<file path="config.mk">
export PLATFORM = sky130hd
export DESIGN_NAME = dmem_arbiter
export DESIGN_NICKNAME = d
export VERILOG_FILES = /design/src/rtl/dmem_arbiter.sv
export SDC_FILE = /design/constraint.sdc
export NUM_CORES = 1
export LEC_CHECK = 0
export CAP_MARGIN = 20
export CORE_MARGIN = 1.5
export CORE_UTILIZATION = 39
export DETAILED_ROUTE_END_ITERATION = 10
export PLACE_DENSITY = 0.81
export SYNTH_ARGS = -nofsm -noshare
export SYNTH_HDL_FRONTEND = slang
export SYNTH_SLANG_ARGS = --single-unit
</file>
<file path="constraint.sdc">
create_clock -name clk -period 2.4 [get_ports clk]
set_clock_uncertainty 0.15 [all_clocks]
set_input_delay 0.48 -clock clk [delete_from_list [all_inputs] [get_ports clk]]
set_output_delay 0.48 -clock clk [all_outputs]
set_load 0.01 [all_outputs]
</file>
<file path="src/rtl/dmem_arbiter.sv">
// Round-robin arbiter and access sequencer for the single-ported 16-bit data memory bank.
// Two requesters share the bank; each access is IDLE -> ACCESS -> DONE with registered strobes and ack.
module dmem_arbiter #(
    parameter int unsigned ADDR_W = 16,
    parameter int unsigned DATA_W = 16,
    parameter int unsigned DEPTH  = 256
) (
    input  logic              clk,
    input  logic              rst_n,
    input  logic              req0,
    input  logic [ADDR_W-1:0] addr0,
    input  logic              we0,
    input  logic [DATA_W-1:0] wdata0,
    output logic              ack0,
    input  logic              req1,
    input  logic [ADDR_W-1:0] addr1,
    input  logic              we1,
    input  logic [DATA_W-1:0] wdata1,
    output logic              ack1,
    output logic [DATA_W-1:0] rdata,
    output logic              err,
    output logic              busy,
    output logic              mem_read,
    output logic              mem_write,
    output logic [ADDR_W-1:0] mem_addr,
    output logic [DATA_W-1:0] mem_wdata,
    input  logic [DATA_W-1:0] mem_rdata
);

    // One extra bit so DEPTH == 2**ADDR_W still compares correctly.
    localparam int unsigned      CMP_W = ADDR_W + 1;
    localparam logic [CMP_W-1:0] DEPTH_X = CMP_W'(DEPTH);

    typedef enum logic [1:0] {
        IDLE,
        ACCESS,
        DONE
    } state_e;

    state_e              state_q, state_d;
    logic                last_gnt_q, last_gnt_d;
    logic                port_q, port_d;
    logic                we_q, we_d;
    logic                ack0_q, ack0_d;
    logic                ack1_q, ack1_d;
    logic [DATA_W-1:0]   rdata_q, rdata_d;
    logic                err_q, err_d;
    logic                busy_q, busy_d;
    logic                mem_read_q, mem_read_d;
    logic                mem_write_q, mem_write_d;
    logic [ADDR_W-1:0]   mem_addr_q, mem_addr_d;
    logic [DATA_W-1:0]   mem_wdata_q, mem_wdata_d;

    logic                gnt_port;
    logic [ADDR_W-1:0]   sel_addr;
    logic                sel_we;
    logic [DATA_W-1:0]   sel_wdata;
    logic                sel_in_range;

    // Grant selection: a lone requester wins; on a tie the port not granted last time wins.
    always_comb begin
        gnt_port     = (req0 && req1) ? ~last_gnt_q : req1;
        sel_addr     = gnt_port ? addr1  : addr0;
        sel_we       = gnt_port ? we1    : we0;
        sel_wdata    = gnt_port ? wdata1 : wdata0;
        sel_in_range = ({1'b0, sel_addr} < DEPTH_X);
    end

    // Next-state and registered-output logic.
    always_comb begin
        state_d     = state_q;
        last_gnt_d  = last_gnt_q;
        port_d      = port_q;
        we_d        = we_q;
        ack0_d      = 1'b0;
        ack1_d      = 1'b0;
        rdata_d     = '0;
        err_d       = 1'b0;
        busy_d      = 1'b0;
        mem_read_d  = 1'b0;
        mem_write_d = 1'b0;
        mem_addr_d  = mem_addr_q;
        mem_wdata_d = mem_wdata_q;

        unique case (state_q)
            IDLE: begin
                if (req0 || req1) begin
                    last_gnt_d = gnt_port;
                    port_d     = gnt_port;
                    we_d       = sel_we;
                    busy_d     = 1'b1;
                    if (sel_in_range) begin
                        state_d     = ACCESS;
                        mem_addr_d  = sel_addr;
                        mem_wdata_d = sel_wdata;
                        mem_read_d  = ~sel_we;
                        mem_write_d = sel_we;
                    end else begin
                        // Rejected access skips the bank and completes with err.
                        state_d = DONE;
                        err_d   = 1'b1;
                        ack0_d  = ~gnt_port;
                        ack1_d  = gnt_port;
                    end
                end
            end
            ACCESS: begin
                state_d = DONE;
                busy_d  = 1'b1;
                rdata_d = we_q ? '0 : mem_rdata;
                ack0_d  = ~port_q;
                ack1_d  = port_q;
            end
            DONE: begin
                state_d = IDLE;
            end
            default: begin
                state_d = IDLE;
            end
        endcase
    end

    // State register; async clear also aborts an in-flight write strobe.
    always_ff @(posedge clk or negedge rst_n) begin
        if (!rst_n) begin
            state_q     <= IDLE;
            last_gnt_q  <= 1'b1;
            port_q      <= 1'b0;
            we_q        <= 1'b0;
            ack0_q      <= 1'b0;
            ack1_q      <= 1'b0;
            rdata_q     <= '0;
            err_q       <= 1'b0;
            busy_q      <= 1'b0;
            mem_read_q  <= 1'b0;
            mem_write_q <= 1'b0;
            mem_addr_q  <= '0;
            mem_wdata_q <= '0;
        end else begin
            state_q     <= state_d;
            last_gnt_q  <= last_gnt_d;
            port_q      <= port_d;
            we_q        <= we_d;
            ack0_q      <= ack0_d;
            ack1_q      <= ack1_d;
            rdata_q     <= rdata_d;
            err_q       <= err_d;
            busy_q      <= busy_d;
            mem_read_q  <= mem_read_d;
            mem_write_q <= mem_write_d;
            mem_addr_q  <= mem_addr_d;
            mem_wdata_q <= mem_wdata_d;
        end
    end

    assign ack0      = ack0_q;
    assign ack1      = ack1_q;
    assign rdata     = rdata_q;
    assign err       = err_q;
    assign busy      = busy_q;
    assign mem_read  = mem_read_q;
    assign mem_write = mem_write_q;
    assign mem_addr  = mem_addr_q;
    assign mem_wdata = mem_wdata_q;

endmodule

</file>
# Word-level counts from Yosys, hierarchy flattened
# Cells that the tools add are included.
# classes
n_lt_le_gt_ge,1
eq_ne,2
muxes,26
bitwise,4
n_reduce_logical,5
# op_table
op,n
16-bit 2-to-1 mux,4
"16-bit by 9-bit < comparator with 1-bit output, second input constant",1
1-bit 2-to-1 mux,16
1-bit case mux with 2 select lines,3
2-bit 2-to-1 mux,2
1-bit NOT,4
2-bit case mux with 2 select lines,1
3-bit AND reduction,1
"2-bit by 1-bit equality test with 1-bit output, second input constant",1
2-bit zero test,1
"2-bit != test, second input constant",1
2-bit AND reduction,1
1-bit logical AND,1
1-bit logical OR,1
# totals
ff_bits,59
out_inout_bits,54

# Longest topological paths before layout
# logic_depth
ltp_word,7
mapped_depth,6

# Worst setup path before layout
# No wires, ideal clock.
# synth_path
path_kind,input -> register
startpoint,in addr1[12]
endpoint,reg mem_addr_q[0] (netlist: mem_addr[0])
t_arrival_ns,1.767
required_time_ns,2.125
setup_slack_ns,0.358
cell_stages,5
cell_sequence,nor4_1 nand3_1 a21oi_4 buf_12 mux2_4
# synth_between
elab_chain_cells,3
# synth_rtl
element,line,text
start: declaration,16,"input logic [ADDR_W-1:0] addr1,"
16-bit 2-to-1 mux,63,sel_addr = gnt_port ? addr1 : addr0;
16-bit by 9-bit < comparator with 1-bit output,66,"sel_in_range = ({1'b0, sel_addr} < DEPTH_X);"
3-bit AND reduction (no source line),-,
end signal: assignment,151,mem_addr_q <= mem_addr_d;
end: declaration,51,"logic [ADDR_W-1:0] mem_addr_q, mem_addr_d;"
# No other way between the ends.
# A chain may end at the register's enable or synchronous reset.

# Worst setup path in the final report
# layout_path
startpoint,in addr1[12]
endpoint,reg mem_wdata_q[8] (netlist: mem_wdata[8])
# layout_between
elab_chain_cells,3
# layout_rtl
element,line,text
16-bit 2-to-1 mux,63,
16-bit by 9-bit < comparator with 1-bit output,66,
3-bit AND reduction (no source line),-,
end signal: assignment,152,mem_wdata_q <= mem_wdata_d;
end: declaration,52,"logic [DATA_W-1:0] mem_wdata_q, mem_wdata_d;"
# No other way between the ends.

==> out/results.ini <==
[cts]
holdBufCountCts=0
cts_tree=done
clockBufferDepth=2
cts_resized=0
postCtsSetupBuffers=0
clk_pin_slew_ps=70
h-tree-depth=3
cts_buffers=9
clk_root_buffer_cell=clkbuf_8
insertion_delay_ps=330
cts_sinks=59

[sta]
timing.hold.ws_ps=36.1
max_slew.worst_pin.slew_ps=689
fin_crit_sh_pct=92.1
clock.fmax_mhz=452
setup_viol=0
period_needed_ps=2210
maxSlewHeadroom_pct=54.1
maxSlewViolCount=0
rsz0062_at_grt=no
hold_viol_final=0

[route]
drt_pre_antenna_iters=4
ant_nets=0
drt_iter0_markers=15
wl_um=5940
wl_per_cell_um=14.4
viasPerCell=4.63
vias=1909
route.detailed.drc=0

[synth]
synthTopCellsByCount=58 x dfrtp_1, 29 x mux2_2, 19 x mux2_4
synthFlopType=dfrtp_1
synth-edff-count=0
netlist_top_cells_area=dfrtp_1 57%, mux2_2 13%, mux2_4 11%
avgSynthCellArea_um2=14.8
synth_seq_cells=59
syn-num-nets=258
yosysTopAreaCellShare_pct=56.8
syn_inst=172
async_flop_share_pct=100
synth.cell_area_mm2=0.00255
yosysWarnings=0
yosysMostFrequentCell=dfrtp_1
synth_top_area_cell=dfrtp_1
yosysSeqAreaShare_pct=57.9
ys_types=29

[floorplanning]
dieArea_mm2=0.00704
start_util_pct=40.2
fp.dieH_um=83.9
io_pins=140
rows=29
core_mm2=0.00635
die_w_um=83.9

[setup_path]
crit_required_ps=2460
critPathKind=input port to register
worstPathMaxFanout=10
ff2ff_setup_slack_ps=490
startpoint_type=input port
critical_path_arrival_ps=2270
crit_path_end_kind=register

[pwr]
switching_power_mw=0.565
power_frac_comb_pct=17.5
p_clk_share_pct=39.3
power_density_mw_per_mm2=576
p_leak_nw=1.91
switching_share_pct=22.7
total_power_mw=2.49
ir_drop_mv=0.605
intPower_mw=1.92
p_seq_share_pct=43.2

[final_layout]
nets=416
final_cells=412
diodes=0
utilization_pct=68.0
drive_above_1_share_pct=26.0
fill_cells=472
area_delta_synth_final_pct=69.1

[global_routing]
gr-total-overflow=0
grt_pass1_wl_um=9980
grt_max_degree=32
grt_pass1_vias=2020
grt_usage_pct=18.2
antenna_found_initial=0

[place]
dp.cells=396
hpwl_um=4500
gp_congestion=0.737
io_buffers=139

[job]
cap_violations=0

[outcome]
status=complete, no violations

[hold_path]
hold_class=input port to asynchronous set/reset pin

## cell usage in the layout (no fill, tap or decap), types with 2 or more instances in the layout
master,count
dfrtp_1,58
clkdlybuf4s50_1,138
clkinv_2,2
mux2_4,19
clkinvlp_4,3
o21ai_0,2
nor2_1,6
buf_12,3
clkbuf_8,9
mux2_2,29
nor2b_1,9
and2_1,17
buf_4,12
nor4_2,3
bufinv_16,2
nand2_1,3
nand2b_1,2
a21oi_1,3
## worst paths after layout
kind	start	cells after the start	to
min in group clk	we_q	2	we_q
max in group asynchronous	rst_n	2	mem_addr[2]
max reg2reg	last_gnt_q	5	mem_wdata[8]
min reg2reg	we_q	2	we_q
max	addr1[12]	7	mem_wdata[8]
min	rst_n	1	rdata[4]
## critical path, cell delays in order
cell and delay (ps):
clkdlybuf4s50_1 400, nor4_1 290, buf_4 170, nand3_1 160, a21oi_4 210, buf_4 210, mux2_2 350
## logic make-up (layout without fill, tap and decap cells)
kind of cell / count (synthesis) / after routing / synth area share, %
DFF: 59 / 59 / 57.9
muxes: 49 / 49 / 24.4
AOI/OAI and AO/OA: 13 / 13 / 3.77
buffers and inverters: 7 / 170 / 3.33
and+or+nand+nor: 44 / 44 / 10.7
## state kept, by name, indices dropped and copies added, names as in the netlist, 2 cells and up
register and cells:
mem_wdata 16, state_q 2, rdata 16, mem_addr 16
## power groups by stage
stage	Combinational, mW	Clock (mW)	Sequential (mW)
3_5_place_dp	0.442	0	1.09
5_1_grt	0.470	1.05	1.08
2_1_floorplan	0.156	0	1.10
4_1_cts	0.444	1.00	1.07
3_3_place_gp	0.434	0	1.09
6_report	0.435	0.977	1.07
## cell type report
class                   count  area, µm²  area share [%]
clock buffers               9        124            2.87
clock inverters             7       92.6            2.14
multi-input cells         106        991            22.9
flip-flops and latches     59       1480            34.2
well taps                  77       96.3            2.23
repair buffers            154       1540            35.6
## layer usage
layer  GRT usage, %  vias to the layer above  wire, µm  part of all wire (%)
met5              0                        -         0                     0
met1           22.4                      908      2490                    42
met2           29.1                       80      2860                    48
li1               -                      912         -                     -
met4           8.94                        0       108                   1.8
met3           5.44                        9       485                   8.2
## metrics by stage
| stage | instance area (µm²) | setup WS (ps) | setup TNS, ps |
|---|---|---|---|
| after CTS | 4320 | 194 | 0 |
| after floorplan | 2550 | 358 | 0 |
| after global routing | 4320 | 114 | 0 |
| after global placement | 4100 | -122 | -2310 |
| after detailed placement | 4100 | -159 | -3280 |
| final | 4320 | 189 | 0 |
Note: power is estimated with default switching activity, not from simulation.
